**config.mk**
```make
export PLATFORM = sky130hd
export DESIGN_NAME = pll_lock_sequencer
export DESIGN_NICKNAME = d
export VERILOG_FILES = /design/src/rtl/pll_seq_pkg.sv /design/src/rtl/pll_seq_sync.sv /design/src/rtl/pll_lock_sequencer.sv
export SDC_FILE = /design/constraint.sdc
export NUM_CORES = 1
export LEC_CHECK = 0
export BUFFER_PORTS_ARGS = -buffer_cell sky130_fd_sc_hd__buf_2
export CAP_MARGIN = 30
export CORE_MARGIN = 1
export CORE_UTILIZATION = 50
export DETAILED_ROUTE_END_ITERATION = 10
export PLACE_DENSITY = 0.7
export SYNTH_ARGS = -nofsm -noshare
export SYNTH_HDL_FRONTEND = slang
export SYNTH_SLANG_ARGS = --single-unit
```
**constraint.sdc**
```tcl
create_clock -name clk -period 3.65 [get_ports clk]
set_input_delay 0.1825 -clock clk [delete_from_list [all_inputs] [get_ports clk]]
set_output_delay 0.1825 -clock clk [all_outputs]
set_load 0.01 [all_outputs]
```
**src/rtl/pll_seq_pkg.sv**
```systemverilog
// Shared state type and default configuration for the PLL lock sequencer.
// Optional feature macro: PLL_SEQ_WATCHDOG_EN adds the relock timer and PLLRST state.
package pll_seq_pkg;

  localparam int unsigned LOCK_FILTER_DEF    = 1024;
  localparam int unsigned RELOCK_TIMEOUT_DEF = 65536;
  localparam int unsigned PLLRST_CYCLES_DEF  = 16;
  localparam int unsigned NSTAGES_DEF        = 4;
  localparam int unsigned STAGE_GAP_DEF      = 8;

  localparam int unsigned RELOCK_W = 8;

  typedef enum logic [2:0] {
    WAIT_LOCK = 3'd0,
`ifdef PLL_SEQ_WATCHDOG_EN
    PLLRST    = 3'd1,
`endif
    FILTER    = 3'd2,
    RELEASE   = 3'd3,
    RUN       = 3'd4
  } state_t;

  // Saturating increment for the lock-loss counter.
  function automatic logic [RELOCK_W-1:0] sat_inc(input logic [RELOCK_W-1:0] v);
    return (v == '1) ? v : v + RELOCK_W'(1);
  endfunction

endpackage

```
**src/rtl/pll_seq_sync.sv**
```systemverilog
// Two-flop synchronizer bringing the asynchronous PLL lock into the clk domain.
module pll_seq_sync (
  input  logic clk,
  input  logic rst,
  input  logic async_in,
  output logic sync_out
);

  logic meta;

  // Double-register the input; reset clears both stages.
  always_ff @(posedge clk) begin
    if (rst) begin
      meta     <= 1'b0;
      sync_out <= 1'b0;
    end else begin
      meta     <= async_in;
      sync_out <= meta;
    end
  end

endmodule

```
**src/rtl/pll_lock_sequencer.sv**
```systemverilog
// PLL lock sequencer: filters the synchronized lock, then releases staged resets.
// Optional feature macro: PLL_SEQ_WATCHDOG_EN enables the relock timeout, the
// PLLRST state and the pll_rst pulse; without it pll_rst is tied low and
// WAIT_LOCK waits indefinitely.
module pll_lock_sequencer
  import pll_seq_pkg::*;
#(
  parameter int unsigned LOCK_FILTER    = LOCK_FILTER_DEF,
  parameter int unsigned RELOCK_TIMEOUT = RELOCK_TIMEOUT_DEF,
  parameter int unsigned PLLRST_CYCLES  = PLLRST_CYCLES_DEF,
  parameter int unsigned NSTAGES        = NSTAGES_DEF,
  parameter int unsigned STAGE_GAP      = STAGE_GAP_DEF
) (
  input  logic                clk,
  input  logic                rst,
  input  logic                pll_locked,
  output logic                pll_rst,
  output logic [NSTAGES-1:0]  stage_rst,
  output logic                ready,
  output logic [RELOCK_W-1:0] relock_cnt
);

  localparam int unsigned RELEASE_LEN = STAGE_GAP * NSTAGES;
  localparam int unsigned FW          = $clog2(LOCK_FILTER) + 1;
  localparam int unsigned RW          = $clog2(RELEASE_LEN) + 1;

  // Reject configurations the counters cannot represent.
  if (LOCK_FILTER == 0 || NSTAGES == 0 || STAGE_GAP == 0 ||
      RELOCK_TIMEOUT < 2 || PLLRST_CYCLES == 0) begin : g_cfg_check
    $error("pll_lock_sequencer: invalid parameter set");
  end

  state_t              state;
  state_t              state_nx;
  logic [FW-1:0]       flt_cnt;
  logic [FW-1:0]       flt_nx;
  logic [RW-1:0]       rel_cnt;
  logic [RW-1:0]       rel_nx;
  logic [RELOCK_W-1:0] relock_nx;
  logic [NSTAGES-1:0]  stage_rst_d;
  logic                ready_d;
  logic                lock_s;

`ifdef PLL_SEQ_WATCHDOG_EN
  localparam int unsigned TW = $clog2(RELOCK_TIMEOUT) + 1;
  localparam int unsigned PW = $clog2(PLLRST_CYCLES) + 1;

  logic [TW-1:0] tmr;
  logic [TW-1:0] tmr_nx;
  logic [PW-1:0] prc;
  logic [PW-1:0] prc_nx;
  logic          pll_rst_d;
`endif

  // Lock input synchronizer; every decision below uses lock_s only.
  pll_seq_sync u_sync (
    .clk      (clk),
    .rst      (rst),
    .async_in (pll_locked),
    .sync_out (lock_s)
  );

  // State register and sequencing counters.
  always_ff @(posedge clk) begin
    if (rst) begin
      state   <= WAIT_LOCK;
      flt_cnt <= '0;
      rel_cnt <= '0;
`ifdef PLL_SEQ_WATCHDOG_EN
      tmr     <= '0;
      prc     <= '0;
`endif
    end else begin
      state   <= state_nx;
      flt_cnt <= flt_nx;
      rel_cnt <= rel_nx;
`ifdef PLL_SEQ_WATCHDOG_EN
      tmr     <= tmr_nx;
      prc     <= prc_nx;
`endif
    end
  end

  // Next-state, counter and lock-loss bookkeeping.
  always_comb begin
    state_nx  = state;
    flt_nx    = '0;
    rel_nx    = '0;
    relock_nx = relock_cnt;
`ifdef PLL_SEQ_WATCHDOG_EN
    tmr_nx    = '0;
    prc_nx    = '0;
`endif
    case (state)
      WAIT_LOCK: begin
        // A lock seen in the same cycle as the timeout takes priority.
        if (lock_s) begin
          state_nx = FILTER;
          flt_nx   = FW'(1);
        end
`ifdef PLL_SEQ_WATCHDOG_EN
        else if (tmr == TW'(RELOCK_TIMEOUT - 1)) begin
          state_nx = PLLRST;
        end else begin
          tmr_nx = tmr + TW'(1);
        end
`endif
      end
`ifdef PLL_SEQ_WATCHDOG_EN
      PLLRST: begin
        // Lock is deliberately ignored while the PLL is held in reset.
        if (prc == PW'(PLLRST_CYCLES - 1)) begin
          state_nx = WAIT_LOCK;
        end else begin
          prc_nx = prc + PW'(1);
        end
      end
`endif
      FILTER: begin
        // A dropout here is a glitch, not a lock loss: no relock count.
        if (!lock_s) begin
          state_nx = WAIT_LOCK;
        end else if (flt_cnt >= FW'(LOCK_FILTER - 1)) begin
          state_nx = RELEASE;
        end else begin
          flt_nx = flt_cnt + FW'(1);
        end
      end
      RELEASE: begin
        if (!lock_s) begin
          state_nx  = WAIT_LOCK;
          relock_nx = sat_inc(relock_cnt);
        end else if (rel_cnt == RW'(RELEASE_LEN)) begin
          state_nx = RUN;
        end else begin
          rel_nx = rel_cnt + RW'(1);
        end
      end
      RUN: begin
        if (!lock_s) begin
          state_nx  = WAIT_LOCK;
          relock_nx = sat_inc(relock_cnt);
        end
      end
      default: begin
        state_nx = WAIT_LOCK;
      end
    endcase
  end

  // Output decode from the upcoming state so the outputs register cleanly.
  always_comb begin
    stage_rst_d = '1;
    ready_d     = 1'b0;
`ifdef PLL_SEQ_WATCHDOG_EN
    pll_rst_d   = 1'b0;
`endif
    case (state_nx)
      RELEASE: begin
        // Stage i drops once STAGE_GAP*(i+1) cycles have elapsed in RELEASE.
        for (int unsigned i = 0; i < NSTAGES; i++) begin
          stage_rst_d[i] = (rel_nx < RW'(STAGE_GAP * (i + 1)));
        end
      end
      RUN: begin
        stage_rst_d = '0;
        ready_d     = 1'b1;
      end
`ifdef PLL_SEQ_WATCHDOG_EN
      PLLRST: begin
        pll_rst_d = 1'b1;
      end
`endif
      default: begin
        stage_rst_d = '1;
      end
    endcase
  end

  // Output registers.
  always_ff @(posedge clk) begin
    if (rst) begin
      stage_rst  <= '1;
      ready      <= 1'b0;
      relock_cnt <= '0;
`ifdef PLL_SEQ_WATCHDOG_EN
      pll_rst    <= 1'b0;
`endif
    end else begin
      stage_rst  <= stage_rst_d;
      ready      <= ready_d;
      relock_cnt <= relock_nx;
`ifdef PLL_SEQ_WATCHDOG_EN
      pll_rst    <= pll_rst_d;
`endif
    end
  end

`ifndef PLL_SEQ_WATCHDOG_EN
  assign pll_rst = 1'b0;
`endif

endmodule

```
* Word-level counts from Yosys, hierarchy flattened
Cells that the tools add are included.
Word-level totals: output and inout port bits 14, register bits 35
Operators by class: equality and inequality tests 7, multiplexer cells 16, bitwise operators 2, reduce and logical (&&, ||, !) cells 3, order comparisons 5, add/sub/neg operators 3
Operators by type and width (number):
- $mux 11 | 2
- $pmux 11 s2 | 1
- $mux 3 | 6
- $mux 6 | 3
- $lt 6x5->1 const B | 2
- $pmux 3 s4 | 1
- $add 11x1->11 const B | 1
- $ge 11x10->1 const B | 1
- $eq 3x2->1 const B | 3
- $add 8x1->8 const B | 1
- $eq 8x8->1 const B | 1
- $pmux 4 s2 | 1
- $add 6x1->6 const B | 1
- $eq 3x3->1 const B | 2
- $eq 6x6->1 const B | 1
- $lt 6x4->1 const B | 1
- $lt 6x6->1 const B | 1
- $logic_not 3->1 | 1
- $reduce_and 3->1 | 1
- $mux 1 | 2
- $not 1->1 | 2
- $reduce_or 2->1 | 1

* Logic depth before layout (Yosys ltp)
Gate-level depths: netlist of the first run.
depth in word-level cells 6, mapped depth 7

* By module
A second synthesis of the first run with hierarchy kept.
Unflattened totals: cell total of the unflattened synthesis 160, area, all modules 1505.2 µm²
Modules (own cells, without submodules):
- pll_lock_sequencer | instances 1, cells an instance 156, area an instance 1452.6 µm²
- pll_seq_sync | instances 1, cells an instance 4, area an instance 52.6 µm²

* Worst setup path after synthesis of the first run
No wires, ideal clock.
path type reg2reg, start point register flt_cnt[0], end point register flt_cnt[2], stages on the path, launching flop included 7, period minus slack after synthesis 1433 ps, data required time 3585 ps, slack 2217 ps, arrival 1368 ps, buffers on the path 1, library setup time 65 ps, cell sequence dfxtp_1 > ha_1 > nand2_1 > a211oi_1 > or4_1 > clkbuf_1 > nor2_1
On the way: longest elaborated chain between the ends 4, elaborated cells between the ends (all ways) 5
Ends and longest elaborated chain:
- from (decl) | RTL line pll_lock_sequencer.sv:35 | logic [FW-1:0] flt_cnt;
- from (signal assigned) | RTL line pll_lock_sequencer.sv:75 | flt_cnt <= flt_nx;
- $add 11x1->11 / $ge 11x10->1 (equally long branches) | RTL line pll_lock_sequencer.sv:126, pll_lock_sequencer.sv:123
- $mux 11 * | RTL line pll_lock_sequencer.sv:123 | end else if (flt_cnt >= FW'(LOCK_FILTER - 1)) begin
- $mux 11 * | RTL line pll_lock_sequencer.sv:121 | if (!lock_s) begin
- $pmux 11 s2 * | RTL line pll_lock_sequencer.sv:94 | case (state)
Mark *: on every way between the ends. The rest lies on a longest branch, timed or not. A chain may end at the register's enable or synchronous reset.

* Worst setup path in the final report of the first run
start point register state[2], end point register relock_cnt[7]
On the way: longest elaborated chain between the ends 3, elaborated cells between the ends (all ways) 4
Ends and longest elaborated chain:
- from (decl) | RTL line pll_lock_sequencer.sv:33 | state_t state;
- from (signal assigned) | RTL line pll_lock_sequencer.sv:74 | state <= state_nx;
- $eq 3x3->1 / $eq 3x2->1 (equally long branches) | RTL line pll_lock_sequencer.sv:94
- $reduce_or 2->1 (no line) *
- $reduce_and 3->1 (no line) *
- to (signal assigned) | RTL line pll_lock_sequencer.sv:192 | relock_cnt <= relock_nx;
- to (decl) | RTL line pll_lock_sequencer.sv:20 | output logic [RELOCK_W-1:0] relock_cnt
Marked as above.

==> results_dict.tcl, run 1 <==
set metrics [dict create \
    cts_buffer_depth 2 \
    status "finished clean" \
    netlist_top_cells_area "dfxtp_1, nor2_1, or4_1, xnor2_1, ha_1" \
    async_reset_ff_share_pct 0 \
    n_fill_cell 270 \
    synth_edf_count 0 \
    place_area_mm2 0.00158 \
    fp.coreArea_mm2 0.00281 \
    die_y_um 56.8 \
    cp_slowest_cell "or4_1" \
    final-hold-violation-count 0 \
    yosysTopAreaCell "dfxtp_1" \
    regToRegStartpoint "state[2]" \
    final_layout_size_suffix_gt1_share_pct 16.7 \
    pre_cts_slack_ns 2.02 \
    drt_pass1_iterations 4 \
    min_path_type "input pin to flip-flop" \
    finalCriticalPeriod_ns 1.72 \
    tightest_slew_ns 0.579 \
    maxCapViolCount 0 \
    syn_area_mm2 0.00150 \
    nNetsFinal 186 \
    antenna_found_initial 0 \
    finish.instance_area_mm2 0.00166 \
    first_global_vias 1059 \
    crit_start "state[2]" \
    yosys-top-cells-count "dfxtp_1, nor2_1, a21oi_1" \
    synth_cell_type_count 41 \
    clk_pin_slew_worst_paths_ns 0.11 \
    vias_per_cell 5.73 \
    grt_pass1_wl_um 4620 \
    clkLatencyLatePin_ns 0.33 \
    critPathRequiredTime_ns 3.92 \
    switching_share_pct 20.6 \
    cts_resized 0 \
    min_period_over_period_pct 47.0 \
    crit_type "flip-flop to flip-flop" \
    avgSynthCellArea_um2 9.25 \
    postRouteAntennaNets 0 \
    finalSetupViolCount 0 \
    synth_top_area_share_pct 46.7 \
    power_switching_mw 0.138 \
    io_buffers 15 \
    die_area_mm2 0.00322 \
    path_max_fanout 16 \
    seqCellArea_um2 701 \
    crit_path_end_kind "flip-flop" \
    post-dp-hpwl_um 1910 \
    p_leak_nw 0.577 \
    cts_root_buf "clkbuf_4" \
    yosysSeqAreaShare_pct 46.7 \
    pwr-share-comb_pct 1.2 \
    syn_to_final_growth_pct 10.9 \
    gp_congestion 0.869 \
    fp.dieW_um 56.8 \
    yosysMostFrequentCell "dfxtp_1" \
    slew_headroom_pct 61.0 \
    antennaDiodeCount 0 \
    vias 1209 \
    crit_chain "nor3b_2, o21bai_2, or4_1, a21oi_1" \
    drc 0 \
    cts_sinks 35 \
    rsz0062_at_grt "false" \
    tns_ns 0 \
    rows 19 \
    route.detailed.wl_per_inst_um 13.0 \
    postCtsHoldBufs 0 \
    clockPowerShare_pct 41.2 \
    p_seq_share_pct 57.6 \
    critical-path-max-stage-delay_ns 0.55 \
    cp-start-kind "flip-flop" \
    cts_tree "yes" \
    cts_buffers 5 \
    skew_ns 0.00394 \
    drt-total-wl_um 2750 \
    vdd_drop_max_mv 0.235 \
    drtIter0Drc 39 \
    internal_power_mw 0.531 \
    p_per_area_mw_per_mm2 402 \
    grt_max_degree 17 \
    yosysWarnings 0 \
    max_freq_mhz 583 \
    worstPathArrival_ns 1.98 \
    drv_slew 0 \
    setup_slack_ns 1.93 \
    multi_input_comb_area_um2 744 \
    synthCells 162 \
    gr-total-overflow 0 \
    grt_usage_pct 18.7 \
    initial_core_util_pct 53.4 \
    synth_seq_cells 35 \
    min_from "pll_locked" \
    pin_count 17 \
    cts_max_level 2 \
    post-cts-setup-buffers 0 \
    synth-main-ff-cell "dfxtp_1" \
]
-- power by group through the flow --
stage / combinational, mW / sequential, mW / clock, mW
final: 0.00793 / 0.386 / 0.276
after global routing: 0.00890 / 0.386 / 0.301
after CTS: 0.00793 / 0.386 / 0.284
after detailed placement: 0.00792 / 0.394 / 0
after global placement: 0.00781 / 0.394 / 0
after floorplan: 0.00645 / 0.394 / 0
-- placed cells by master (no fill, tap or decap), drive strengths merged, types with 2 or more instances in the layout --
cell type / instances
o21ai: 4
nor2: 23
or4: 7
nand2: 7
a2111oi: 2
a21o: 2
or2: 2
clkbuf: 5
xnor2: 6
nor2b: 3
a21oi: 9
a31o: 2
ha: 4
nand4: 3
o41ai: 3
nand3: 8
dfxtp: 35
inv: 6
or3b: 2
a211oi: 3
o31ai: 4
conb: 2
clkinv: 2
xor2: 5
buf: 15
-- logic make-up after synthesis --
kind of cell	count (synthesis)	synth area share (%)
fa+ha+maj	4	3.34
flops	35	46.7
other cells	1	0.250
compound gates	33	15.2
simple gates	66	24.2
xor+xnor	11	6.43
buf+inv	12	3.84
-- flip-flops by register name, indices dropped and copies added (netlist names) --
register and flops:
stage_rst 4, flt_cnt 11, rel_cnt 6, ready 1, state 3, relock_cnt 8, u_sync.sync_out 1, u_sync.meta 1
-- worst max-delay path, delay by kind of cell (launching register included) --
family,cells,cell delay [ns]
compound gates,2,0.40
simple gates,2,0.84
flops,1,0.41
-- per-layer routing --
metal  vias up  GRT usage, %  wire length (um)
met5         -             0                 0
met4         0          9.41                52
met3         7          5.07                83
met2        20          30.1              1310
met1       567          22.8              1310
li1        615             -                 -
-- final timing paths --
path,depth (start not counted),slack [ns],end
setup / recovery,4,1.93,relock_cnt[7]
hold / removal,2,0.06,u_sync.meta
setup reg to reg,4,1.93,relock_cnt[7]
hold reg to reg,1,0.45,u_sync.sync_out
-- stage by stage --
stage / util (%) / std cells / hold slack [ns] / power [mW]
floorplan: - / 163 / 0.311 / 0.400
global placement: 56.4 / 203 / 0.391 / 0.402
detailed placement: 56.4 / 203 / 0.398 / 0.402
CTS: 59.3 / 211 / 0.0372 / 0.677
global route: 59.3 / 211 / 0.0353 / 0.697
finish: 59.3 / 211 / 0.0552 / 0.669
-- area by class of cell --
| type | count | share of cell area, % |
|---|---|---|
| repair buffers | 15 | 4.51 |
| clock inverters | 3 | 2.63 |
| multi-input cells | 116 | 44.8 |
| well taps | 31 | 2.33 |
| inverters | 6 | 1.35 |
| clock buffers | 5 | 2.26 |
| flip-flops and latches | 35 | 42.1 |
No activity file was read; power rests on OpenSTA's default activity.
==> inputs of run 2 (changes only) <==
Settings changed: ABC_AREA from default to 1, PLACE_DENSITY 0.7 to 0.69.
Clock period 3.65 ns to 1.7 ns, I/O delays scaled along.
==> run 2 against run 1 <==
  * Non-clock buffer count grew 2
  * Sequential power grew 110%
  * Worst hold slack lost 0.020 ns
  * Critical path type unchanged
  * Largest cell class unchanged
  * Highest routed layer unchanged
==> results_dict.tcl, run 2 <==
set metrics [dict create \
    status "finished clean" \
    yosysSeqAreaShare_pct 42.5 \
    min_path_type "input pin to flip-flop" \
    final_layout_size_suffix_gt1_share_pct 19.9 \
    cts_tree "yes" \
    yosysWarnings 0 \
    drt-total-wl_um 2760 \
    pre_cts_slack_ns 0.225 \
    avgSynthCellArea_um2 7.57 \
    pin_count 17 \
    vdd_drop_max_mv 0.481 \
    yosysMostFrequentCell "nand2_1" \
    final_cell_mix "nand2_1, dfxtp_1, inv_1" \
    min_period_over_period_pct 88.2 \
    post-cts-setup-buffers 0 \
    antenna_found_initial 0 \
    drt_pass1_iterations 4 \
    path_max_fanout 5 \
    clkLatencyLatePin_ns 0.34 \
    syn_area_mm2 0.00165 \
    die_y_um 59.5 \
    skew_ns 0.00567 \
    yosysTopAreaCell "dfxtp_1" \
    pwr-share-comb_pct 1.6 \
    cts_sinks 35 \
    power_switching_mw 0.316 \
    async_reset_ff_share_pct 0 \
    grt_usage_pct 18.0 \
    max_freq_mhz 667 \
    cts_resized 0 \
    vias 1316 \
    largest_register "flt_cnt" \
    first_global_vias 1224 \
    syn_to_final_growth_pct 13.7 \
    p_leak_nw 0.763 \
    postCtsHoldBufs 1 \
    layout_commonest_cell "nand2_1" \
    maxCapViolCount 0 \
    cp-start-kind "flip-flop" \
    crit_type "flip-flop to flip-flop" \
    post-dp-hpwl_um 2030 \
    drc 0 \
    cts_max_level 2 \
    clk_pin_slew_worst_paths_ns 0.11 \
    switching_share_pct 19.7 \
    rsz0062_at_grt "false" \
    netlist_top_cells_area "dfxtp_1, nand2_1, inv_1, nor2_1, xor2_1" \
    top_regs "flt_cnt: 11 flops, relock_cnt: 8 flops, rel_cnt: 6 flops" \
    initial_core_util_pct 53.2 \
    io_buffers 15 \
    synth_cell_type_count 28 \
    rows 20 \
    synth_seq_cells 35 \
    synth_edf_count 0 \
    clockPowerShare_pct 46.9 \
    grt_pass1_wl_um 4730 \
    nNetsFinal 247 \
    finalCriticalPeriod_ns 1.50 \
    crit_path_end_kind "flip-flop" \
    tns_ns 0 \
    route.detailed.wl_per_inst_um 9.69 \
    synthCells 218 \
    gr-total-overflow 0 \
    gp_congestion 0.791 \
    antennaDiodeCount 0 \
    drv_slew 0 \
    drtIter0Drc 70 \
    grt_max_degree 13 \
    internal_power_mw 1.29 \
    cts_buffers 5 \
    synth_top_area_share_pct 42.5 \
    fp.dieW_um 59.5 \
    synth-main-ff-cell "dfxtp_1" \
    finalSetupViolCount 0 \
    setup_slack_ns 0.200 \
    worstPathArrival_ns 1.75 \
    vias_per_cell 4.62 \
    largest_register_ffs 11 \
    p_seq_share_pct 51.5 \
    critPathRequiredTime_ns 1.95 \
    final-hold-violation-count 0 \
    fp.coreArea_mm2 0.00310 \
    p_per_area_mw_per_mm2 855 \
    cts_root_buf "clkbuf_4" \
    cts_buffer_depth 2 \
    die_area_mm2 0.00353 \
    postRouteAntennaNets 0 \
    yosys-top-cells-count "nand2_1, dfxtp_1, inv_1" \
]
[run 2: cell count changes after synthesis, sizes merged, moves of 3 or more]
| cell | before | now |
|---|---|---|
| nor2 | 23 | 38 |
| xnor2 | 6 | 2 |
| nor3 | 1 | 8 |
| nand2 | 7 | 51 |
| a211oi | 3 | 0 |
| o31ai | 4 | 1 |
| inv | 6 | 35 |
| or4 | 7 | 0 |
| o41ai | 3 | 0 |
| clkbuf | 3 | 0 |
| nand3 | 8 | 13 |
| nor2b | 3 | 0 |
[run 2: kinds of logic after synthesis]
group,synth area share [%]
flip-flops,42.5
other,0.227
XOR/XNOR,4.78
buffers and inverters,9.78
adder cells (fa/ha/maj),3.03
AND/OR/NAND/NOR,34.7
AO/OA/AOI/OAI,5.00
[run 2: area by class of cell]
cell class | instances | area (um^2)
sequential | 35 | 701
clock inverter | 3 | 67.6
multi-input combinational | 146 | 792
fill | 331 | 1230
clock buffer | 5 | 37.5
timing repair buffer | 17 | 92.6
inverter | 35 | 131
tap | 44 | 55.1
[run 2: layer usage]
metal	global-route usage (%)	vias to the layer above	share of wire [%]
met1	20.8	574	50
met5	0	-	0
met2	29.5	23	44
li1	-	715	-
met4	11.9	0	1.4
met3	4.15	4	3.8
[run 2: worst paths after layout]
check,start,slack [ns],to,cells past startpoint
setup / recovery,rel_cnt[0],0.20,stage_rst[2],10
hold / removal,rst,0.04,relock_cnt[5],2
setup reg to reg,rel_cnt[0],0.20,stage_rst[2],10
hold reg to reg,u_sync.meta,0.41,u_sync.sync_out,2
[run 2: through the flow]
step | utilization, % | total power, mW | cell area [um^2] | instances | hold slack [ns]
2_1_floorplan | - | 0.867 | 1650 | 219 | 0.192
3_3_place_gp | 56.8 | 0.869 | 1760 | 276 | 0.283
3_5_place_dp | 56.8 | 0.870 | 1760 | 276 | 0.296
4_1_cts | 60.5 | 1.62 | 1880 | 285 | 0.0304
5_1_grt | 60.5 | 1.67 | 1880 | 285 | 0.0321
6_report | 60.5 | 1.61 | 1880 | 285 | 0.0356
[run 2: power by group through the flow]
stage	Combinational, mW	Sequential [mW]	Clock, mW
after floorplan	0.0211	0.845	0
after CTS	0.0255	0.827	0.770
after global placement	0.0234	0.846	0
final	0.0252	0.827	0.753
after detailed placement	0.0237	0.846	0
after global routing	0.0283	0.828	0.810
[run 2: critical path, cell delays in order, from the launching register on]
cell and delay, ns:
dfxtp_1 0.41, inv_1 0.08, ha_1 0.20, nand3_1 0.10, nor2_1 0.06, nor2_2 0.18
inv_2 0.09, nor2_2 0.11, nand2_1 0.06, nand3_1 0.08, nand2_1 0.05
==> inputs of run 3 (changes only) <==
Settings changed: CORE_UTILIZATION 50 to 35, PLACE_DENSITY 0.69 to default.
==> run 3 against run 2 <==
  * Clock power rose by 16%
  * Sequential power barely moved
  * Combinational power barely moved
  * Global-route usage is 5.8 points lower
  * Clock skew is 0.0048 ns higher
  * Worst setup slack improved by 0.045 ns
  * Non-clock buffer count is the same
  * Die area grew 41%
  * Fmax grew 3.1%
==> results_dict.tcl, run 3 (synthesized netlist as in run 2, its figures left out) <==
set metrics [dict create \
    largest_register "flt_cnt" \
    path_max_fanout 5 \
    multi_input_comb_area_um2 792 \
    crit_type "flip-flop to flip-flop" \
    endpoint "stage_rst[1]" \
    worstPathArrival_ns 1.63 \
    drc 0 \
    cp-start-kind "flip-flop" \
    p_leak_nw 0.777 \
    die_y_um 70.7 \
    initial_core_util_pct 37.1 \
    finish.instance_area_mm2 0.00191 \
    drv_slew 0 \
    vdd_drop_max_mv 0.597 \
    die_area_mm2 0.00499 \
    cts_sinks 35 \
    drtIter0Drc 34 \
    p_per_area_mw_per_mm2 903 \
    maxCapViolCount 0 \
    crit_path_end_kind "flip-flop" \
    path_common_cell "nand2_4" \
    vias 1288 \
    gp_congestion 0.775 \
    tns_ns 0 \
    finalSetupViolCount 0 \
    gr-total-overflow 0 \
    min_period_over_period_pct 85.6 \
    io_buffers 15 \
    top_regs "flt_cnt: 11 flops, relock_cnt: 8 flops, rel_cnt: 6 flops" \
    clkLatencyLatePin_ns 0.28 \
    place_area_mm2 0.00177 \
    first_global_vias 1154 \
    critPathRequiredTime_ns 1.88 \
    rows 24 \
    regToRegStartpoint "rel_cnt[0]" \
    critical-path-max-stage-delay_ns 0.38 \
    drt-total-wl_um 2670 \
    cts_tree "yes" \
    cp_slowest_cell "dfxtp_1" \
    crit_chain "inv_1, ha_1, nand3_1, nor2_1, nor2_2, inv_2, nand2_4, nand2_4, nand2_4, nand2_1" \
    layout_commonest_cell "nand2_1" \
    grt_usage_pct 12.2 \
    max_freq_mhz 687 \
    clk_pin_slew_worst_paths_ns 0.07 \
    final_layout_size_suffix_gt1_share_pct 19.5 \
    reg2reg_depth 10 \
    postCtsHoldBufs 1 \
    skew_ns 0.0104 \
    fp.coreArea_mm2 0.00444 \
    r2r-end "stage_rst[1]" \
    postRouteAntennaNets 0 \
    utilization_pct 43.1 \
    dp.cells 284 \
    post-dp-hpwl_um 2040 \
    cts_root_buf "clkbuf_8" \
    cts_buffers 5 \
    grt_pass1_wl_um 4770 \
    setup_slack_ns 0.245 \
    ff2ff_setup_slack_ns 0.24 \
    pin_count 17 \
    route.detailed.wl_per_inst_um 9.10 \
    antennaDiodeCount 0 \
    final_cell_mix "nand2_1, dfxtp_1, inv_1" \
    hold_ws_ns 0.105 \
    drt_pass1_iterations 4 \
    finalCriticalPeriod_ns 1.46 \
    fp.dieW_um 70.7 \
    finalPower_mw 1.73 \
    finalNonFillerCells 293 \
    pre_cts_slack_ns 0.231 \
    antenna_found_initial 0 \
    seqCellArea_um2 701 \
    cts_buffer_depth 2 \
    n_fill_cell 455 \
    grt_max_degree 12 \
    post-cts-setup-buffers 0 \
    syn_to_final_growth_pct 16.0 \
    crit_start "rel_cnt[0]" \
    nNetsFinal 247 \
    final-hold-violation-count 0 \
    largest_register_ffs 11 \
    status "finished clean" \
    cts_resized 0 \
    rsz0062_at_grt "false" \
    min_path_type "input pin to flip-flop" \
    whs_path_depth 2 \
    vias_per_cell 4.40 \
    cts_max_level 2 \
]
-- run 3: cell types whose count changed in the layout (fill, tap and decap cells not counted) --
cell        previous run  this run
clkbuf_1               0         1
clkinvlp_4             1         0
clkbuf_4               5         0
clkbuf_8               0         5
-- run 3: power breakdown --
part | internal [mW] | switching, mW
logic | 0.00807 | 0.0170
clock network | 0.586 | 0.291
registers | 0.824 | 0.00257
-- run 3: worst max-delay path: cells and delay by family (launching register included) --
family / cells / cell delay, ns
adders and majority gates: 1 / 0.19
DFF: 1 / 0.38
and+or+nand+nor: 7 / 0.62
buffers and inverters: 2 / 0.16
-- run 3: how the worst min path moves through the flow --
stage / from / to / slack, ns
after global placement: pll_locked / u_sync.meta / 0.29
after global routing: rst / u_sync.sync_out / 0.11
final: rst / relock_cnt[5] / 0.10
after CTS: rst / relock_cnt[5] / 0.1
after floorplan: pll_locked / u_sync.meta / 0.19
after detailed placement: pll_locked / u_sync.meta / 0.29
-- run 3: layer usage --
metal  global-route usage (%)  wire (um)  share of wire, %
met3                     3.85         72               2.7
met2                     18.7       1180                44
met4                     6.67         46               1.7
met1                     15.4       1370                51
met5                        0          0                 0
-- run 3: cell type report --
type,count,area share (%)
tap,52,3.40
clock inverter,2,3.14
timing repair buffer,17,4.84
clock buffer,6,3.79
multi-input combinational,146,41.4
inverter,35,6.86
sequential,35,36.6
